File: src/rtl/sobel_window_gen.sv
// 3x3 neighbourhood generator for the sobel core: two line buffers plus a 2-column shift register.
// Window registered 1 cycle after the accept of its bottom-right pixel; a held window stalls input.
module sobel_window_gen #(
    parameter int IMG_W = 64,
    parameter int IMG_H = 64,
    parameter int PIX_W = 8
) (
    input  logic                     clk,
    input  logic                     rst,
    input  logic                     in_valid,
    input  logic [PIX_W-1:0]         in_data,
    output logic                     in_ready,
    output logic                     win_valid,
    input  logic                     win_ready,
    output logic [PIX_W:0]           p0,
    output logic [PIX_W:0]           p1,
    output logic [PIX_W:0]           p2,
    output logic [PIX_W:0]           p3,
    output logic [PIX_W:0]           p5,
    output logic [PIX_W:0]           p6,
    output logic [PIX_W:0]           p7,
    output logic [PIX_W:0]           p8,
    output logic [$clog2(IMG_H)-1:0] win_row,
    output logic [$clog2(IMG_W)-1:0] win_col,
    output logic                     frame_done
);
    localparam int CW = $clog2(IMG_W);
    localparam int RW = $clog2(IMG_H);
    localparam logic [CW-1:0] COL_LAST = CW'(IMG_W - 1);
    localparam logic [RW-1:0] ROW_LAST = RW'(IMG_H - 1);
    localparam logic [CW-1:0] COL_TWO  = CW'(2);
    localparam logic [RW-1:0] ROW_TWO  = RW'(2);
    localparam logic [CW-1:0] COL_ONE  = CW'(1);
    localparam logic [RW-1:0] ROW_ONE  = RW'(1);

    logic [PIX_W-1:0] lb0_mem [IMG_W];
    logic [PIX_W-1:0] lb1_mem [IMG_W];
    logic [PIX_W-1:0] lb0_rd, lb1_rd;

    logic [RW-1:0] row_q, row_d;
    logic [CW-1:0] col_q, col_d;
    // suffix 1 = column c-1, suffix 2 = column c-2 relative to the incoming pixel
    logic [PIX_W-1:0] top1_q, top1_d, top2_q, top2_d;
    logic [PIX_W-1:0] mid1_q, mid1_d, mid2_q, mid2_d;
    logic [PIX_W-1:0] bot1_q, bot1_d, bot2_q, bot2_d;
    logic [PIX_W-1:0] p0_q, p0_d, p1_q, p1_d, p2_q, p2_d, p3_q, p3_d;
    logic [PIX_W-1:0] p5_q, p5_d, p6_q, p6_d, p7_q, p7_d, p8_q, p8_d;
    logic          win_valid_q, win_valid_d;
    logic [RW-1:0] win_row_q, win_row_d;
    logic [CW-1:0] win_col_q, win_col_d;
    logic          frame_done_q, frame_done_d;
    logic          accept;

    assign in_ready = !win_valid_q || win_ready;
    assign accept   = in_valid && in_ready;
    assign lb0_rd   = lb0_mem[col_q];
    assign lb1_rd   = lb1_mem[col_q];

    // Line buffers are never reset; rows 0 and 1 of every frame overwrite them before use.
    always_ff @(posedge clk) begin
        if (accept) begin
            lb1_mem[col_q] <= lb0_rd;
            lb0_mem[col_q] <= in_data;
        end
    end

    always_comb begin
        row_d        = row_q;
        col_d        = col_q;
        top1_d       = top1_q;
        top2_d       = top2_q;
        mid1_d       = mid1_q;
        mid2_d       = mid2_q;
        bot1_d       = bot1_q;
        bot2_d       = bot2_q;
        p0_d         = p0_q;
        p1_d         = p1_q;
        p2_d         = p2_q;
        p3_d         = p3_q;
        p5_d         = p5_q;
        p6_d         = p6_q;
        p7_d         = p7_q;
        p8_d         = p8_q;
        win_valid_d  = win_valid_q;
        win_row_d    = win_row_q;
        win_col_d    = win_col_q;
        frame_done_d = 1'b0;

        if (win_ready) begin
            win_valid_d = 1'b0;
        end

        if (accept) begin
            top2_d = top1_q;
            top1_d = lb1_rd;
            mid2_d = mid1_q;
            mid1_d = lb0_rd;
            bot2_d = bot1_q;
            bot1_d = in_data;

            if (col_q == COL_LAST) begin
                col_d = '0;
                if (row_q == ROW_LAST) begin
                    row_d        = '0;
                    frame_done_d = 1'b1;
                end else begin
                    row_d = row_q + ROW_ONE;
                end
            end else begin
                col_d = col_q + COL_ONE;
            end

            // Border pixels only prime the buffers; interior ones complete a window.
            if (row_q >= ROW_TWO && col_q >= COL_TWO) begin
                win_valid_d = 1'b1;
                p0_d        = top2_q;
                p1_d        = top1_q;
                p2_d        = lb1_rd;
                p3_d        = mid2_q;
                p5_d        = lb0_rd;
                p6_d        = bot2_q;
                p7_d        = bot1_q;
                p8_d        = in_data;
                win_row_d   = row_q - ROW_ONE;
                win_col_d   = col_q - COL_ONE;
            end
        end
    end

    always_ff @(posedge clk) begin
        if (rst) begin
            row_q        <= '0;
            col_q        <= '0;
            top1_q       <= '0;
            top2_q       <= '0;
            mid1_q       <= '0;
            mid2_q       <= '0;
            bot1_q       <= '0;
            bot2_q       <= '0;
            p0_q         <= '0;
            p1_q         <= '0;
            p2_q         <= '0;
            p3_q         <= '0;
            p5_q         <= '0;
            p6_q         <= '0;
            p7_q         <= '0;
            p8_q         <= '0;
            win_valid_q  <= 1'b0;
            win_row_q    <= '0;
            win_col_q    <= '0;
            frame_done_q <= 1'b0;
        end else begin
            row_q        <= row_d;
            col_q        <= col_d;
            top1_q       <= top1_d;
            top2_q       <= top2_d;
            mid1_q       <= mid1_d;
            mid2_q       <= mid2_d;
            bot1_q       <= bot1_d;
            bot2_q       <= bot2_d;
            p0_q         <= p0_d;
            p1_q         <= p1_d;
            p2_q         <= p2_d;
            p3_q         <= p3_d;
            p5_q         <= p5_d;
            p6_q         <= p6_d;
            p7_q         <= p7_d;
            p8_q         <= p8_d;
            win_valid_q  <= win_valid_d;
            win_row_q    <= win_row_d;
            win_col_q    <= win_col_d;
            frame_done_q <= frame_done_d;
        end
    end

    assign win_valid  = win_valid_q;
    assign win_row    = win_row_q;
    assign win_col    = win_col_q;
    assign frame_done = frame_done_q;
    assign p0 = {1'b0, p0_q};
    assign p1 = {1'b0, p1_q};
    assign p2 = {1'b0, p2_q};
    assign p3 = {1'b0, p3_q};
    assign p5 = {1'b0, p5_q};
    assign p6 = {1'b0, p6_q};
    assign p7 = {1'b0, p7_q};
    assign p8 = {1'b0, p8_q};
endmodule

File: config.mk
export PLATFORM = sky130hd
export DESIGN_NAME = sobel_window_gen
export DESIGN_NICKNAME = d
export VERILOG_FILES = /design/src/rtl/sobel_window_gen.sv
export SDC_FILE = /design/constraint.sdc
export NUM_CORES = 1
export LEC_CHECK = 0
export CORE_ASPECT_RATIO = 1.25
export CORE_MARGIN = 3
export CORE_UTILIZATION = 56
export DETAILED_ROUTE_END_ITERATION = 12
export PLACE_DENSITY = 0.8
export SLEW_MARGIN = 40
export SYNTH_ARGS = -nofsm -noshare
export SYNTH_HDL_FRONTEND = slang
export SYNTH_SLANG_ARGS = --single-unit
File: constraint.sdc
create_clock -name clk -period 3.85 [get_ports clk]
set_input_delay 0.77 -clock clk [delete_from_list [all_inputs] [get_ports clk]]
set_output_delay 0.77 -clock clk [all_outputs]
set_load 0.05 [all_outputs]
==> results of run 1 <==
==> worst register-to-register path: cells and delay by family (launching register included) <==
family                 cells  cell delay (ns)
AOI/OAI and AO/OA          2             0.24
buffers and inverters      4             1.49
DFF                        1             0.61
muxes                      2             0.72
and+or+nand+nor            1             0.42
==> report_power, final <==
part	internal (uW)	switching [uW]	total (uW)
Combinational	592	1040	1630
Clock	5410	4490	9900
Sequential	14100	59.5	14100
Total	20100	5590	25600
==> cell type report <==
class	count	area, um2
Sequential cell	1168	33600
Multi-Input combinational cell	1172	10400
Timing Repair Buffer	283	2770
Fill cell	4936	27600
Inverter	7	26.3
Clock buffer	140	2820
Tap cell	1053	1320
Clock inverter	45	397
Antenna cell	2	5.00
==> through the flow <==
step           hold WS (ns)  worst slack, ns
6_report              0.454            0.232
5_1_grt               0.462           0.0765
4_1_cts               0.442            0.261
3_5_place_dp          0.443            0.253
3_3_place_gp          0.437            0.178
2_1_floorplan         0.432            0.217
==> cell usage in the layout (no fill, tap or decap), types with 46 or more instances in the layout <==
master           instances
a21oi_1                 97
a22oi_1                 52
buf_4                  163
clkbuf_16              103
clkdlybuf4s50_1         81
dfxtp_1                140
edfxtp_1              1024
mux2_2                  46
mux2i_1                124
mux4_2                 168
nand2_1                209
nor2_1                  94
==> final timing paths <==
path	cells past startpoint	slack, ns	startpoint	to
worst max-delay path	9	0.23	flip-flop	top1_q[2]
worst min-delay path	2	0.45	mid2_q[4]	p3_q[4]
worst max register to register	9	0.23	flip-flop	top1_q[2]
worst min register to register	2	0.45	mid2_q[4]	p3_q[4]
==> logic make-up (layout without fill, tap and decap cells) <==
group / count (synthesis) / count (layout) / synth area share
simple gates: 469 / 469 / 0.0486
compound gates: 337 / 337 / 0.0525
mux: 338 / 338 / 0.124
buf+inv: 173 / 475 / 0.0190
flops: 1168 / 1168 / 0.751
xor+xnor: 14 / 14 / 0.00274
fa+ha+maj: 6 / 6 / 0.00168
other cells: 1 / 10 / 0.0000838
==> layer usage <==
metal / global-route usage / vias to the layer above
li1: - / 10408
met2: 0.444 / 1802
met5: 0 / -
met1: 0.367 / 12881
met3: 0.0560 / 376
met4: 0.139 / 2
==> state kept, by name (all words and copies together) (netlist names), 6 cells and up, named ones only <==
name     count
p5_q         8
win_col      6
top1_q       8
lb1_mem    512
p8_q         8
bot1_q       8
top2_q       8
win_row      6
mid1_q       8
p1_q         8
row_q        6
lb0_mem    512
p7_q         8
mid2_q       8
col_q        6
p3_q         8
p6_q         8
p0_q         8
bot2_q       8
p2_q         8
==> metrics.cfg, run 1 <==
[run_status]
outcome=completed

[setup_path]
cp_cell_sequence=buf_12 -> buf_4 -> buf_4 -> mux4_2 -> mux2i_1 -> o22ai_1 -> nor4_1 -> buf_4 -> o31ai_1
cp.arrival_ns=4.15
slowest_stage=dfxtp_4
cp_top_family=buffers and inverters
critPathLaunchType=flip-flop
end_kind=flip-flop
path_class=flip-flop to flip-flop
critPathMaxStageDelay_ns=0.61
cp_max_fo=26
cp.required_ns=4.39
cp_num_buf_inv=4
crit_top_cell=buf_4

[cts]
hold_buffers=0
cts-root-to-sink-buffers=3
clk_latency_ns=0.69
htree_num_levels=3
postCtsSetupBuffers=0
cts_buffers=101
clock-root-buffer=clkbuf_16
clkSlewWorstSetupHoldPaths_ns=0.07
clock_sinks=1168
cts_tree=built
cts_resized=0

[drt]
drc=0
wirelength_um=115000
drt-pass1-iter-count=9
initialDrtViolationCount=3436
viasPerCell=6.58
wl_met3_um=12600
postRouteAntennaNets=0
wl_per_cell_um=29.6
met2_length_um=55800
routed.top_layer=met5
drt-met1-wl_um=40000
vias=25469

[sta]
fin_crit_ns=3.62
setup_tns_ns=0
rsz0062_at_grt=no
clock_skew_ns=0.0275
fin_crit_sh=0.940
worst_slew_pin_slew_ns=0.919
finalMaxSlewViolations=0
fmax_mhz=276
slew_headroom=0.385
final-setup-viol-count=0
hold_viol_final=0

[floorplan]
die-area_um2=83400
die_w_um=259
start_util=0.567
design.core.area_um2=79000
io_pins=99
fp.dieH_um=322
fp-row-count=115

[synth]
synthMostInstantiatedCell=edfxtp_1
ys_async_sr_fraction=0
yosysTopAreaCellShare=0.687
synth_cell_types=48
synth_area_leaders=edfxtp_1 69%, mux4_2 8.5%, dfxtp_1 6.4%
avgSynthCellArea_um2=17.9
synth_flop_cell=edfxtp_1
synth_top_area_cell=edfxtp_1
synth_commonest_cells=1024 x edfxtp_1, 209 x nand2_1, 168 x mux4_2
yosys_warnings=0
syn_area_um2=44800
synth-edff-count=1024
synthCells=2506
seq_area_frac_synth=0.751
ys_seq_elements=1168

[power_and_ir_drop]
p_per_area_nw_per_um2=499
vdd_drop_max_uv=362
power_uw=25600
leakagePower_uw=0.0160

[placed_design]
gp_congestion=0.896
dp_cells=3682
port_buffers=90
place.detailed.hpwl_um=70600
placed_cell_area_um2=48200

[global_route]
overflow=0
grt_use_total=0.278
grt_max_degree=118
grt_pass1_wl_um=170000
antenna_found_initial=3
grt_pass1_vias=25514

[layout]
drive_gt1_frac=0.216
final_util=0.651
area_delta_synth_final_pct=14.9
fin_nets=2751
fin_area_um2=51400
fin_cells=3870

[min_path]
hold_class=flip-flop to flip-flop

[run]
cap_violations=0

(Power assumes the default switching activity.)
==> run 2: changes to the inputs <==
--- a/config.mk
+++ b/config.mk
@@ -5,7 +5,6 @@
 export SDC_FILE = /design/constraint.sdc
 export NUM_CORES = 1
 export LEC_CHECK = 0
-export CORE_ASPECT_RATIO = 1.25
 export CORE_MARGIN = 3
 export CORE_UTILIZATION = 56
 export DETAILED_ROUTE_END_ITERATION = 12
==> run 2 against run 1 <==
Combinational power shrank 5%. Register-to-register slack hardly changed. Via count down 1.0%. Largest cell class unchanged. Count of clock-buffer cells in the layout rose by 1. Sequential share of layout area rose by 0.17 points. Critical path type unchanged. First-iteration DRC count decreased by 5.8%. Hold slack about the same.
==> metrics.cfg, run 2 (synthesis results as in run 1) <==
[power_and_ir_drop]
p_per_area_nw_per_um2=510
leakagePower_uw=0.0160
vdd_drop_max_uv=370
power_uw=26100

[sta]
final-setup-viol-count=0
setup_tns_ns=0
fin_crit_sh=0.936
hold_slack_ns=0.453
hold_viol_final=0
clock_skew_ns=0.0369
slew_headroom=0.405
fin_crit_ns=3.60
fmax_mhz=277
finalMaxSlewViolations=0
rsz0062_at_grt=no
worst_slew_pin_slew_ns=0.870

[setup_path]
slowest_stage=dfxtp_4
cp.required_ns=4.23
cp_num_buf_inv=3
crit_top_cell=buf_4
end_kind=flip-flop
cp_max_fo=32
path_class=flip-flop to flip-flop
critPathMaxStageDelay_ns=0.62
cp_top_family=buffers and inverters
critPathLaunchType=flip-flop
cp.arrival_ns=3.99
cp_cell_sequence=buf_4 -> mux4_2 -> o22ai_1 -> a211oi_1 -> nor4_1 -> buf_4 -> nor2_4 -> buf_12

[placed_design]
gp_congestion=0.861
place.detailed.hpwl_um=68200
placed_cell_area_um2=47800
port_buffers=90

[drt]
drt-pass1-iter-count=7
drc=0
wirelength_um=112000
postRouteAntennaNets=0
vias=25209
initialDrtViolationCount=3238
viasPerCell=6.54
wl_per_cell_um=29.1

[global_route]
grt_use_total=0.271
overflow=0
grt_pass1_wl_um=165000
grt_max_degree=81
grt_pass1_vias=25072
antenna_found_initial=3

[run_status]
outcome=completed

[cts]
htree_num_levels=3
cts-root-to-sink-buffers=3
clk_latency_ns=0.68
postCtsSetupBuffers=0
cts_tree=built
hold_buffers=0
cts_resized=0
clock-root-buffer=clkbuf_16
cts_buffers=108
clkSlewWorstSetupHoldPaths_ns=0.06
clock_sinks=1168

[layout]
drive_gt1_frac=0.211
fin_nets=2731
final_util=0.648
area_delta_synth_final_pct=14.6
layout_commonest_cell=edfxtp_1
fillers=5011
fin_area_um2=51300
layout_common_cells=1024 x edfxtp_1, 209 x nand2_1, 168 x mux4_2, 145 x buf_4, 139 x dfxtp_1
top_regs=lb0_mem: 512 flops, lb1_mem: 512 flops

[floorplan]
io_pins=99
design.core.area_um2=79100
fp-row-count=103
die_w_um=289
fp.dieH_um=289
die-area_um2=83300
start_util=0.566

[run]
cap_violations=0

[min_path]
hold_class=flip-flop to flip-flop

[run 2: cell types whose count changed in the layout (fill, tap and decap cells not counted), moves of 4 or more]
cell / change
clkbuf_16: +9
clkbuf_4: +4
clkbuf_8: -6
buf_12: -9
buf_4: -18
clkinv_1: +10
bufinv_16: +4
clkbuf_1: -9
[run 2: metrics by stage]
stage,instances,setup slack (ns)
2_1_floorplan,2513,0.217
3_3_place_gp,3653,0.406
3_5_place_dp,3653,0.343
4_1_cts,3851,0.281
5_1_grt,3851,0.0642
6_report,3853,0.246
[run 2: final cells by class]
cell class / count / area [um2] / area share
clock inverter: 57 / 507 / 0.00988
timing repair buffer: 256 / 2390 / 0.0467
tap: 1050 / 1310 / 0.0256
multi-input combinational: 1172 / 10400 / 0.203
antenna: 2 / 5.00 / 0.0000976
inverter: 7 / 26.3 / 0.000512
sequential: 1168 / 33600 / 0.656
clock buffer: 141 / 2970 / 0.0579
[run 2: report_power, final]
part	switching [uW]	internal [uW]	leakage (uW)
Combinational	1010	537	0.00387
Clock	4500	5960	0.00171
Sequential	70.2	14100	0.0104
[run 2: path summary, 6_finish.rpt]
kind                                start       endpoint  slack [ns]  cells past startpoint
worst min-delay path              p6_q[0]        p6_q[0]        0.45                      2
worst min register to register    p6_q[0]        p6_q[0]        0.45                      2
worst max-delay path            flip-flop  lb1_mem[6][4]        0.25                      8
worst max register to register  flip-flop  lb1_mem[6][4]        0.25                      8
[run 2: tightest hold or removal path: cells and delay by family (launching register included)]
kind / cells / cell delay [ns]
flops: 1 / 0.31
simple gates: 1 / 0.05
compound gates: 1 / 0.05
[run 2: per-layer routing]
layer / share of wire / up-vias / track usage
met4: 0.046 / 2 / 0.121
li1: - / 10394 / -
met2: 0.47 / 1708 / 0.427
met5: 0.00012 / - / 0
met1: 0.36 / 12799 / 0.368
met3: 0.12 / 306 / 0.0589
